--- src/rtl/pq_cmd_arbiter.sv ---
// rtl/pq_cmd_arbiter.sv - round-robin command arbiter/sequencer for the array priority queue
module pq_cmd_arbiter #(
   parameter int NR     = 4,
   parameter int TW     = 4,
   parameter int PW     = 8,
   parameter int DEPTH  = 8,
   parameter int TO_CYC = 15
) (
   input  logic                       clk_i,
   input  logic                       rst_ni,
   input  logic [NR-1:0]              req_i,
   input  logic [2*NR-1:0]            op_i,
   input  logic [TW*NR-1:0]           id_i,
   input  logic [PW*NR-1:0]           prio_i,
   output logic [NR-1:0]              gnt_o,
   output logic                       rsp_vld_o,
   output logic [$clog2(NR)-1:0]      rsp_idx_o,
   output logic [1:0]                 rsp_err_o,
   output logic [TW-1:0]              rsp_id_o,
   output logic [PW-1:0]              rsp_prio_o,
   output logic                       pq_push_o,
   output logic                       pq_pop_o,
   output logic                       pq_drop_o,
   output logic [TW-1:0]              pq_id_o,
   output logic [PW-1:0]              pq_prio_o,
   output logic [TW-1:0]              pq_drop_id_o,
   input  logic                       pq_push_vld_i,
   input  logic                       pq_pop_vld_i,
   input  logic                       pq_drop_vld_i,
   input  logic                       pq_drop_hit_i,
   input  logic [TW-1:0]              pq_id_i,
   input  logic [PW-1:0]              pq_prio_i,
   output logic [$clog2(DEPTH+1)-1:0] count_o,
   output logic                       full_o,
   output logic                       empty_o,
   output logic                       busy_o
);
   localparam int IW = $clog2(NR);
   localparam int CW = $clog2(DEPTH+1);

   localparam logic [1:0] OP_PUSH = 2'b00;
   localparam logic [1:0] OP_POP  = 2'b01;
   localparam logic [1:0] OP_DROP = 2'b10;
   localparam logic [1:0] OP_RSVD = 2'b11;

   localparam logic [1:0] ERR_OK    = 2'b00;
   localparam logic [1:0] ERR_FULL  = 2'b01;
   localparam logic [1:0] ERR_EMPTY = 2'b10;
   localparam logic [1:0] ERR_TO    = 2'b11;

   typedef enum logic [1:0] {S_IDLE, S_ISSUE, S_WAIT, S_RESP} state_t;

   state_t          state_q, state_d;
   logic [IW-1:0]   ptr_q, ptr_d, idx_q, idx_d;
   logic [1:0]      op_q, op_d, err_q, err_d;
   logic [TW-1:0]   id_q, id_d, rid_q, rid_d;
   logic [PW-1:0]   prio_q, prio_d, rprio_q, rprio_d;
   logic [7:0]      to_q, to_d;
   logic [CW-1:0]   cnt_q, cnt_d;
   logic            iss_q, iss_d;

   logic            win_found;
   logic [IW-1:0]   win_idx;
   logic [1:0]      win_op;
   logic [TW-1:0]   win_id;
   logic [PW-1:0]   win_prio;
   logic            full, empty, vld_match, oper_vld;

   assign full  = (cnt_q == CW'(DEPTH));
   assign empty = (cnt_q == '0);

   // Rotating priority: search starts one past the last winner.
   always_comb begin
      win_found = 1'b0;
      win_idx   = '0;
      for (int k = 1; k <= NR; k++) begin
         if (!win_found && req_i[(int'(ptr_q) + k) % NR]) begin
            win_found = 1'b1;
            win_idx   = IW'((int'(ptr_q) + k) % NR);
         end
      end
   end

   assign win_op   = op_i[int'(win_idx)*2 +: 2];
   assign win_id   = id_i[int'(win_idx)*TW +: TW];
   assign win_prio = prio_i[int'(win_idx)*PW +: PW];

   assign vld_match = (op_q == OP_PUSH && pq_push_vld_i) ||
                      (op_q == OP_POP  && pq_pop_vld_i)  ||
                      (op_q == OP_DROP && pq_drop_vld_i);

   always_ff @(posedge clk_i) begin
      if (!rst_ni) begin
         state_q <= S_IDLE;
         ptr_q   <= IW'(NR-1);
         idx_q   <= '0;
         op_q    <= '0;
         err_q   <= '0;
         id_q    <= '0;
         prio_q  <= '0;
         rid_q   <= '0;
         rprio_q <= '0;
         to_q    <= '0;
         cnt_q   <= '0;
         iss_q   <= 1'b0;
      end else begin
         state_q <= state_d;
         ptr_q   <= ptr_d;
         idx_q   <= idx_d;
         op_q    <= op_d;
         err_q   <= err_d;
         id_q    <= id_d;
         prio_q  <= prio_d;
         rid_q   <= rid_d;
         rprio_q <= rprio_d;
         to_q    <= to_d;
         cnt_q   <= cnt_d;
         iss_q   <= iss_d;
      end
   end

   always_comb begin
      state_d = state_q;
      ptr_d   = ptr_q;
      idx_d   = idx_q;
      op_d    = op_q;
      err_d   = err_q;
      id_d    = id_q;
      prio_d  = prio_q;
      rid_d   = rid_q;
      rprio_d = rprio_q;
      to_d    = to_q;
      cnt_d   = cnt_q;
      iss_d   = iss_q;
      case (state_q)
         S_IDLE: begin
            iss_d = 1'b0;
            if (win_found) begin
               ptr_d   = win_idx;
               idx_d   = win_idx;
               op_d    = win_op;
               id_d    = win_id;
               prio_d  = win_prio;
               rid_d   = (win_op == OP_POP) ? '0 : win_id;
               rprio_d = (win_op == OP_PUSH) ? win_prio : '0;
               err_d   = ERR_OK;
               // Illegal requests are answered without ever touching the queue.
               if (win_op == OP_RSVD) begin
                  err_d   = ERR_EMPTY;
                  state_d = S_RESP;
               end else if (win_op == OP_PUSH && full) begin
                  err_d   = ERR_FULL;
                  state_d = S_RESP;
               end else if (win_op != OP_PUSH && empty) begin
                  err_d   = ERR_EMPTY;
                  state_d = S_RESP;
               end else begin
                  iss_d   = 1'b1;
                  state_d = S_ISSUE;
               end
            end
         end
         S_ISSUE: begin
            to_d    = '0;
            state_d = S_WAIT;
         end
         S_WAIT: begin
            if (vld_match) begin
               state_d = S_RESP;
               if (op_q == OP_POP) begin
                  rid_d   = pq_id_i;
                  rprio_d = pq_prio_i;
               end
               if (op_q == OP_DROP && !pq_drop_hit_i) err_d = ERR_EMPTY;
            end else if (to_q == 8'(TO_CYC - 1)) begin
               err_d   = ERR_TO;
               state_d = S_RESP;
            end else begin
               to_d = to_q + 8'd1;
            end
         end
         S_RESP: begin
            state_d = S_IDLE;
            if (err_q == ERR_OK) begin
               if (op_q == OP_PUSH) cnt_d = cnt_q + CW'(1);
               else                 cnt_d = cnt_q - CW'(1);
            end
         end
         default: state_d = S_IDLE;
      endcase
   end

   assign oper_vld = (state_q != S_IDLE) && iss_q;

   always_comb begin
      gnt_o = '0;
      if (state_q == S_IDLE && win_found) gnt_o[win_idx] = 1'b1;
      rsp_vld_o    = (state_q == S_RESP);
      rsp_idx_o    = rsp_vld_o ? idx_q : '0;
      rsp_err_o    = rsp_vld_o ? err_q : '0;
      rsp_id_o     = rsp_vld_o ? rid_q : '0;
      rsp_prio_o   = rsp_vld_o ? rprio_q : '0;
      pq_push_o    = (state_q == S_ISSUE) && (op_q == OP_PUSH);
      pq_pop_o     = (state_q == S_ISSUE) && (op_q == OP_POP);
      pq_drop_o    = (state_q == S_ISSUE) && (op_q == OP_DROP);
      pq_id_o      = (oper_vld && op_q == OP_PUSH) ? id_q : '0;
      pq_prio_o    = (oper_vld && op_q == OP_PUSH) ? prio_q : '0;
      pq_drop_id_o = (oper_vld && op_q == OP_DROP) ? id_q : '0;
      count_o      = cnt_q;
      full_o       = full;
      empty_o      = empty;
      busy_o       = (state_q != S_IDLE);
   end
endmodule

--- config.mk ---
export PLATFORM = sky130hd
export DESIGN_NAME = pq_cmd_arbiter
export DESIGN_NICKNAME = d
export VERILOG_FILES = /design/src/rtl/pq_cmd_arbiter.sv
export SDC_FILE = /design/constraint.sdc
export NUM_CORES = 1
export LEC_CHECK = 0
export CAP_MARGIN = 25
export CORE_ASPECT_RATIO = 1.75
export CORE_MARGIN = 2
export CORE_UTILIZATION = 40
export CTS_CLUSTER_DIAMETER = 40
export DETAILED_ROUTE_END_ITERATION = 6
export GPL_TIMING_DRIVEN = 0
export PLACE_DENSITY = 0.77
export SLEW_MARGIN = 20
export SYNTH_ARGS = -nofsm -noshare
export SYNTH_HDL_FRONTEND = slang
export SYNTH_SLANG_ARGS = --single-unit
--- constraint.sdc ---
create_clock -name clk_i -period 2.2 [get_ports clk_i]
set_clock_uncertainty 0.05 [all_clocks]
set_input_delay 0.44 -clock clk_i [delete_from_list [all_inputs] [get_ports clk_i]]
set_output_delay 0.44 -clock clk_i [all_outputs]
set_load 0.005 [all_outputs]
=== After elaboration in Yosys (flattened, before gate mapping) ===
Index checks and enable logic that the tools add are counted.
Widths: inputs -> output; s select.

* Add/sub/neg operators: 7
* Order comparisons: 6
* Eq/ne operators: 16
* Shifts and indexed selects: 3
* Multiplexer cells: 62
* Bitwise operators: 4
* Reduce and logical (&&, ||, !) cells: 42

{| class="wikitable"
|+ Operators by type and width
! kind !! count
|-
| $mux 8 || 8
|-
| $mux 2 || 18
|-
| $mux 4 || 9
|-
| $pmux 8 s2 || 2
|-
| $shiftx 32x6->8 || 1
|-
| $logic_and 1x1->1 || 17
|-
| $mux 1 || 17
|-
| $lt 3x4->1 const B || 4
|-
| $shiftx 16x5->4 || 1
|-
| $ne 2x2->1 const B || 5
|-
| $add 8x1->8 const B || 1
|-
| $bmux 1 s2 || 4
|-
| $eq 2x2->1 const B || 4
|-
| $eq 8x4->1 const B || 1
|-
| $logic_not 2->1 || 4
|-
| $pmux 2 s4 || 1
|-
| $pmux 4 s2 || 1
|-
| $reduce_and 4->1 || 2
|-
| $reduce_bool 2->1 || 4
|-
| $reduce_or 2->1 || 4
|-
| $shiftx 8x4->2 || 1
|-
| $eq 2x1->1 const B || 3
|-
| $ne 3x3->1 const B || 2
|-
| $reduce_and 2->1 || 3
|-
| other kinds (14) || 23
|}

* Bits in registers: 47
* Bits of input ports: 78
* Output and inout port bits: 47
* Word-level logic and storage cells: 152

=== Depth between registers and ports, before layout ===
* Depth in word-level cells: 24
* Gate-level depth with buffers: 10
* Depth with buffers taken out: 9

=== Least setup slack after synthesis ===
OpenSTA, ideal clock, no wires.

* Path type: input to register
* Start point: input port req_i[3]
* End point: register rid_q[0]
* Library setup time: 0.074 ns
* Arrival: 1.972 ns
* Data required time: 2.076 ns
* Path slack: 0.104 ns
* Stages on the path: 9
* Path buffers: 2
* Path through: nor2b_2 -> o21ai_1 -> nand3_2 -> buf_8 -> buf_12 -> mux2i_1 -> mux2_2 -> or3_1 -> a31oi_1

* Cells in the longest elaborated chain, start to end: 18
* Elaborated cells between the ends (all ways): 34
* Those cells by class: eq/ne: 2; shift: 2; mux: 23; reduce/logical: 7

{| class="wikitable"
|+ Ends and longest elaborated chain
! element !! RTL line !! RTL
|-
| start, declared || 11 || <nowiki>input logic [NR-1:0] req_i,</nowiki>
|-
| $bmux 1 s2 || 77 || <nowiki>if (!win_found && req_i[(int'(ptr_q) + k) % NR]) begin</nowiki>
|-
| $mux 1 (implied by the code) (2 in a row) || 77 ||
|-
| $mux 1 || 77 ||
|-
| $logic_not 1->1 || 77 ||
|-
| $logic_and 1x1->1 || 77 ||
|-
| $mux 1 || 77 ||
|-
| $logic_not 1->1 || 77 ||
|-
| $logic_and 1x1->1 || 77 ||
|-
| $mux 1 || 77 ||
|-
| $logic_not 1->1 || 77 ||
|-
| $logic_and 1x1->1 || 77 ||
|-
| $mux 2 || 77 ||
|-
| $shiftx 8x4->2 || 84 || <nowiki>assign win_op = op_i[int'(win_idx)*2 +: 2];</nowiki>
|-
| $eq 2x1->1 || 144 || <nowiki>rid_d = (win_op == OP_POP) ? '0 : win_id;</nowiki>
|-
| $mux 4 || 144 ||
|-
| $mux 4 || 138 || <nowiki>if (win_found) begin</nowiki>
|-
| $pmux 4 s2 || 135 || <nowiki>case (state_q)</nowiki>
|-
| end signal, assigned || 114 || <nowiki>rid_q <= rid_d;</nowiki>
|-
| end, declared || 56 || <nowiki>logic [TW-1:0] id_q, id_d, rid_q, rid_d;</nowiki>
|}

Parallel ways exist; a longest one is shown, timed or not. The select of a mux whose other input is x is not followed.
A chain may end at the register's enable or synchronous reset.

=== Final worst setup path ===
* Start point: register ptr_q[0]
* End point: register rprio_q[1]

* Cells in the longest elaborated chain, start to end: 19
* Elaborated cells between the ends (all ways): 38
* Those cells by class: add/sub: 4; eq/ne: 1; shift: 2; mux: 23; reduce/logical: 8

{| class="wikitable"
|+ Ends and longest elaborated chain
! element !! RTL line !! RTL
|-
| start, declared || 54 || <nowiki>logic [IW-1:0] ptr_q, ptr_d, idx_q, idx_d;</nowiki>
|-
| start signal, assigned || 95 || <nowiki>ptr_q <= IW'(NR-1);</nowiki>
|-
| start signal, assigned || 108 || <nowiki>ptr_q <= ptr_d;</nowiki>
|-
| branches (longest 19 deep; another with $add 2x1->2) || n/a ||
|-
| end signal, assigned || 115 || <nowiki>rprio_q <= rprio_d;</nowiki>
|-
| end, declared || 57 || <nowiki>logic [PW-1:0] prio_q, prio_d, rprio_q, rprio_d;</nowiki>
|}

Several ways; the timed one is not identified. The select of a mux whose other input is x is not followed.

==> impl_metrics.toml <==
[finish]
final_core_util_pct = 68.93
num_antenna_cells = 0
fraction_of_layout_cells_with_a_size_suffix_above_1_pct = 23.59
multi_input_combinational_cell_area_um2 = 2372
finalNetCount = 638
filler_cell_count = 605
layout-area-overhead-vs-synth_pct = 68.68
seqCellArea_um2 = 957.2
fin_cells = 641
stdcell_area_um2 = 5451

[synth]
postSynthCellCount = 387
async_reset_ff_share_pct = 0
synth_area_per_inst_um2 = 8.351
synth_top_area_cell = "sky130_fd_sc_hd__dfxtp_1"
syn-num-nets = 474
yosys.area.top_type_share_pct = 29.11
number_of_synthesized_flops_with_an_enable_pin = 0
post_synth_instance_area_um2 = 3232
synth-seq-cells = 47
yosys_warnings = 0
postSynth.topFlopCell = "sky130_fd_sc_hd__dfxtp_1"
yosys-top-cells-area = "sky130_fd_sc_hd__dfxtp_1 29%, sky130_fd_sc_hd__mux2i_1 11%, sky130_fd_sc_hd__and2_1 10%"
post_synth_num_cell_types = 53
ys_seq_area_share_pct = 29.11

[detailed_routing]
ant_nets = 0
drt_first_iter_violations = 285
drt-wirelength-per-cell_um = 18.68
via_count = 3581
totalWireLength_um = 11980
routed_via_density = 5.587
detail_route.first_pass.iterations = 5
final_routed_drc_violation_total = 0

[clock_network]
clock_path_buffers = 2
root_buffer = "sky130_fd_sc_hd__clkbuf_16"
cts_num_sinks = 47
tritoncts.num_buffers = 5
htree_levels = 2
worstSkewPairLatency_ps = 290
cts_hold_buffers = 0
cts.clk_slew.worst_paths_ps = 70
cts_tree = "yes"

[sta]
layout_worst_path_cycle_share_pct = 108.0
final-setup-viol-count = 17
max_slew.worst_pin.slew_ps = 692.9
timing.final.crit_period_ps = 2377
totalNegativeSetupSlack_ps = -1359
post-route-worst-setup-slack_ps = -176.9
maxClockFrequency_mhz = 420.7
slew_viol_final = 0
rsz0062_at_grt = "yes"
maxSlewHeadroom_pct = 53.71
final_hold_viol_count = 0
timing.hold.ws_ps = 464.4

[global_routing]
met2_capacity_usage_during_global_routing_pct = 49.94
vias_in_the_first_global_route = 3518
global_route_wire_length_before_repair_um = 17530
met3_usage_pct = 3.586
combined_global_route_utilization_of_all_metal_layers_pct = 25.72
grtUsageMet1_pct = 27.04
initial_antenna_violation_count = 0
grt_start_max_net_pins = 14
globalRoute.busiestLayer = "met2"
grt_remaining_overflow = 0

[worst_setup_path]
critical_path.cell_chain = "buf_12 > nor2b_4 > o21ai_2 > nand3_2 > buf_12 > buf_12 > o31ai_4 > o32ai_4 > buf_6 > buf_6 > or3_1 > a31oi_1"
crit_path_end_kind = "register"
timing.rr.start = "ptr_q[0]"
timing.critical_path.slowest_stage_cell = "sky130_fd_sc_hd__dfxtp_4"
worst_r2r_endpoint = "rprio_q[1]"
path_max_fanout = 6
worstSetupPathType = "reg2reg"
worst_ep_required_time_ps = 2370
worst_path_most_repeated_cell = "sky130_fd_sc_hd__buf_12"
timing.reg2reg.setup_slack_ps = -180
cp_max_stage_delay_ps = 370
crit_start = "ptr_q[0]"
capture_point_of_the_critical_path = "rprio_q[1]"
path_buf_inv = 5
timing.critical_path.arrival_ps = 2540
cp-start-kind = "register"
path_depth_of_the_worst_reg2reg_path = 12
cp_top_family = "compound AO/OA/AOI/OAI gates"
worstSetupPathDepth = 12

[floorplanning]
core_area_um2 = 7909
design.die.area_um2 = 8842
ioPinCount = 125
die_w_um = 71.95
start_util_pct = 40.86
dieHeight_um = 122.9
placement_rows = 43

[power_and_ir_drop]
leakage_power_figure_nw = 2.481
peakVddDrop_mv = 0.6911
pwr_density_cell_nw_per_um2 = 1033
power_mw = 5.632

[placement]
post_dp_cell_area_um2 = 4586
dpl.cell_count = 601
setup_slack_at_placement_ps = -1350
io_buffer_count = 124
detail_placement_hpwl_um = 8250
place.gp.congestion = 0.8759

[run_status]
failed_checks = "setup timing"
outcome = "finished with violations"

[hold_path]
hold_path_class = "reg2reg"

[flow_run]
drv.max_cap_violation_count = 0
==> routing by layer <==
layer | wire (um) | vias to the layer above
met2 | 6707 | 152
met1 | 4292 | 1694
met4 | 387 | 0
met5 | 0 | -
li1 | - | 1699
met3 | 589 | 36
==> synthesized netlist by cell type, types with 10 or more instances <==
library cell and n:
sky130_fd_sc_hd__and2_1 54, sky130_fd_sc_hd__dfxtp_1 47, sky130_fd_sc_hd__nand2_1 40, sky130_fd_sc_hd__mux2i_1 35
sky130_fd_sc_hd__o21ai_0 30, sky130_fd_sc_hd__clkbuf_1 18, sky130_fd_sc_hd__nor2_1 15, sky130_fd_sc_hd__mux2_2 14
sky130_fd_sc_hd__a31oi_1 13, sky130_fd_sc_hd__or3_1 12, sky130_fd_sc_hd__inv_1 10
==> cells in the final DEF, fill, tap and decap left out, types with 7 or more instances in the layout <==
cell,synthesis,routed
sky130_fd_sc_hd__a31oi_1,13,13
sky130_fd_sc_hd__and2_1,54,49
sky130_fd_sc_hd__buf_12,2,7
sky130_fd_sc_hd__buf_2,2,7
sky130_fd_sc_hd__buf_4,1,25
sky130_fd_sc_hd__buf_6,1,12
sky130_fd_sc_hd__clkbuf_1,18,10
sky130_fd_sc_hd__clkbuf_16,0,7
sky130_fd_sc_hd__clkdlybuf4s50_1,0,89
sky130_fd_sc_hd__dfxtp_1,47,42
sky130_fd_sc_hd__dlygate4sd2_1,0,9
sky130_fd_sc_hd__dlymetal6s2s_1,0,11
sky130_fd_sc_hd__inv_1,10,7
sky130_fd_sc_hd__mux2_4,0,8
sky130_fd_sc_hd__mux2i_1,35,33
sky130_fd_sc_hd__nand2_1,40,40
sky130_fd_sc_hd__nor2_1,15,11
sky130_fd_sc_hd__o21ai_0,30,25
sky130_fd_sc_hd__or3_1,12,11
sky130_fd_sc_hd__xnor2_1,8,8
==> layout make-up <==
class	instances	share of cell area, %
Multi-Input combinational cell	305	43.52
Timing Repair Buffer	161	29.70
Sequential cell	47	17.56
Buffer	21	3.695
Clock buffer	6	2.548
Tap cell	90	2.066
Inverter	10	0.8263
Clock inverter	1	0.09181
==> power breakdown <==
part / switching, mW / internal, mW / total, mW / leakage [nW]
clock network: 0.328 / 0.444 / 0.773 / 0.0727
registers: 0.229 / 1.15 / 1.38 / 0.389
logic: 1.61 / 1.87 / 3.48 / 2.02
total: 2.17 / 3.47 / 5.63 / 2.48
==> kinds of logic (layout without fill, tap and decap cells) <==
kind of cell               after synthesis  in the layout  share of synthesized area [%]
AOI/OAI and AO/OA                       72             72                          14.29
adders and majority gates                9              9                          3.717
and+or+nand+nor                        161            161                          27.53
DFF                                     47             47                          29.11
xor gates and xnor gates                14             14                          3.794
buffers and inverters                   35            199                          5.846
muxes                                   49             49                          15.72
==> worst register-to-register path: cells and delay by family (launching register included) <==
kind | cells | cell delay [ps]
AO/OA/AOI/OAI | 4 | 700
AND/OR/NAND/NOR | 3 | 500
flip-flops | 1 | 370
buffers and inverters | 5 | 680
==> state kept, by name (all words and copies together), names as in the netlist, 4 cells and up <==
register,count
prio_q,8
rprio_q,8
to_q,8
count_o,4
id_q,4
rid_q,4
==> repair_timing <==
item | in CTS | in global routing
setup buffers | 22 | 12
gates cloned | 3 | 1
pin swaps | 27 | 26
endpoints found under the setup margin | 75 | 44
resized for setup | 140 | 56
==> worst min-delay path by stage <==
| stage | from | end | slack (ps) | cells past startpoint |
|---|---|---|---|---|
| final | idx_q[0] | idx_q[0] | 460 | 1 |
| after global routing | idx_q[0] | idx_q[0] | 480 | 1 |
| after CTS | idx_q[0] | idx_q[0] | 460 | 1 |
| after detailed placement | iss_q | iss_q | 450 | 1 |
| after global placement | idx_q[0] | idx_q[0] | 430 | 1 |
| after floorplan | idx_q[0] | idx_q[0] | 410 | 1 |
Power figures use the tool's default switching activity.
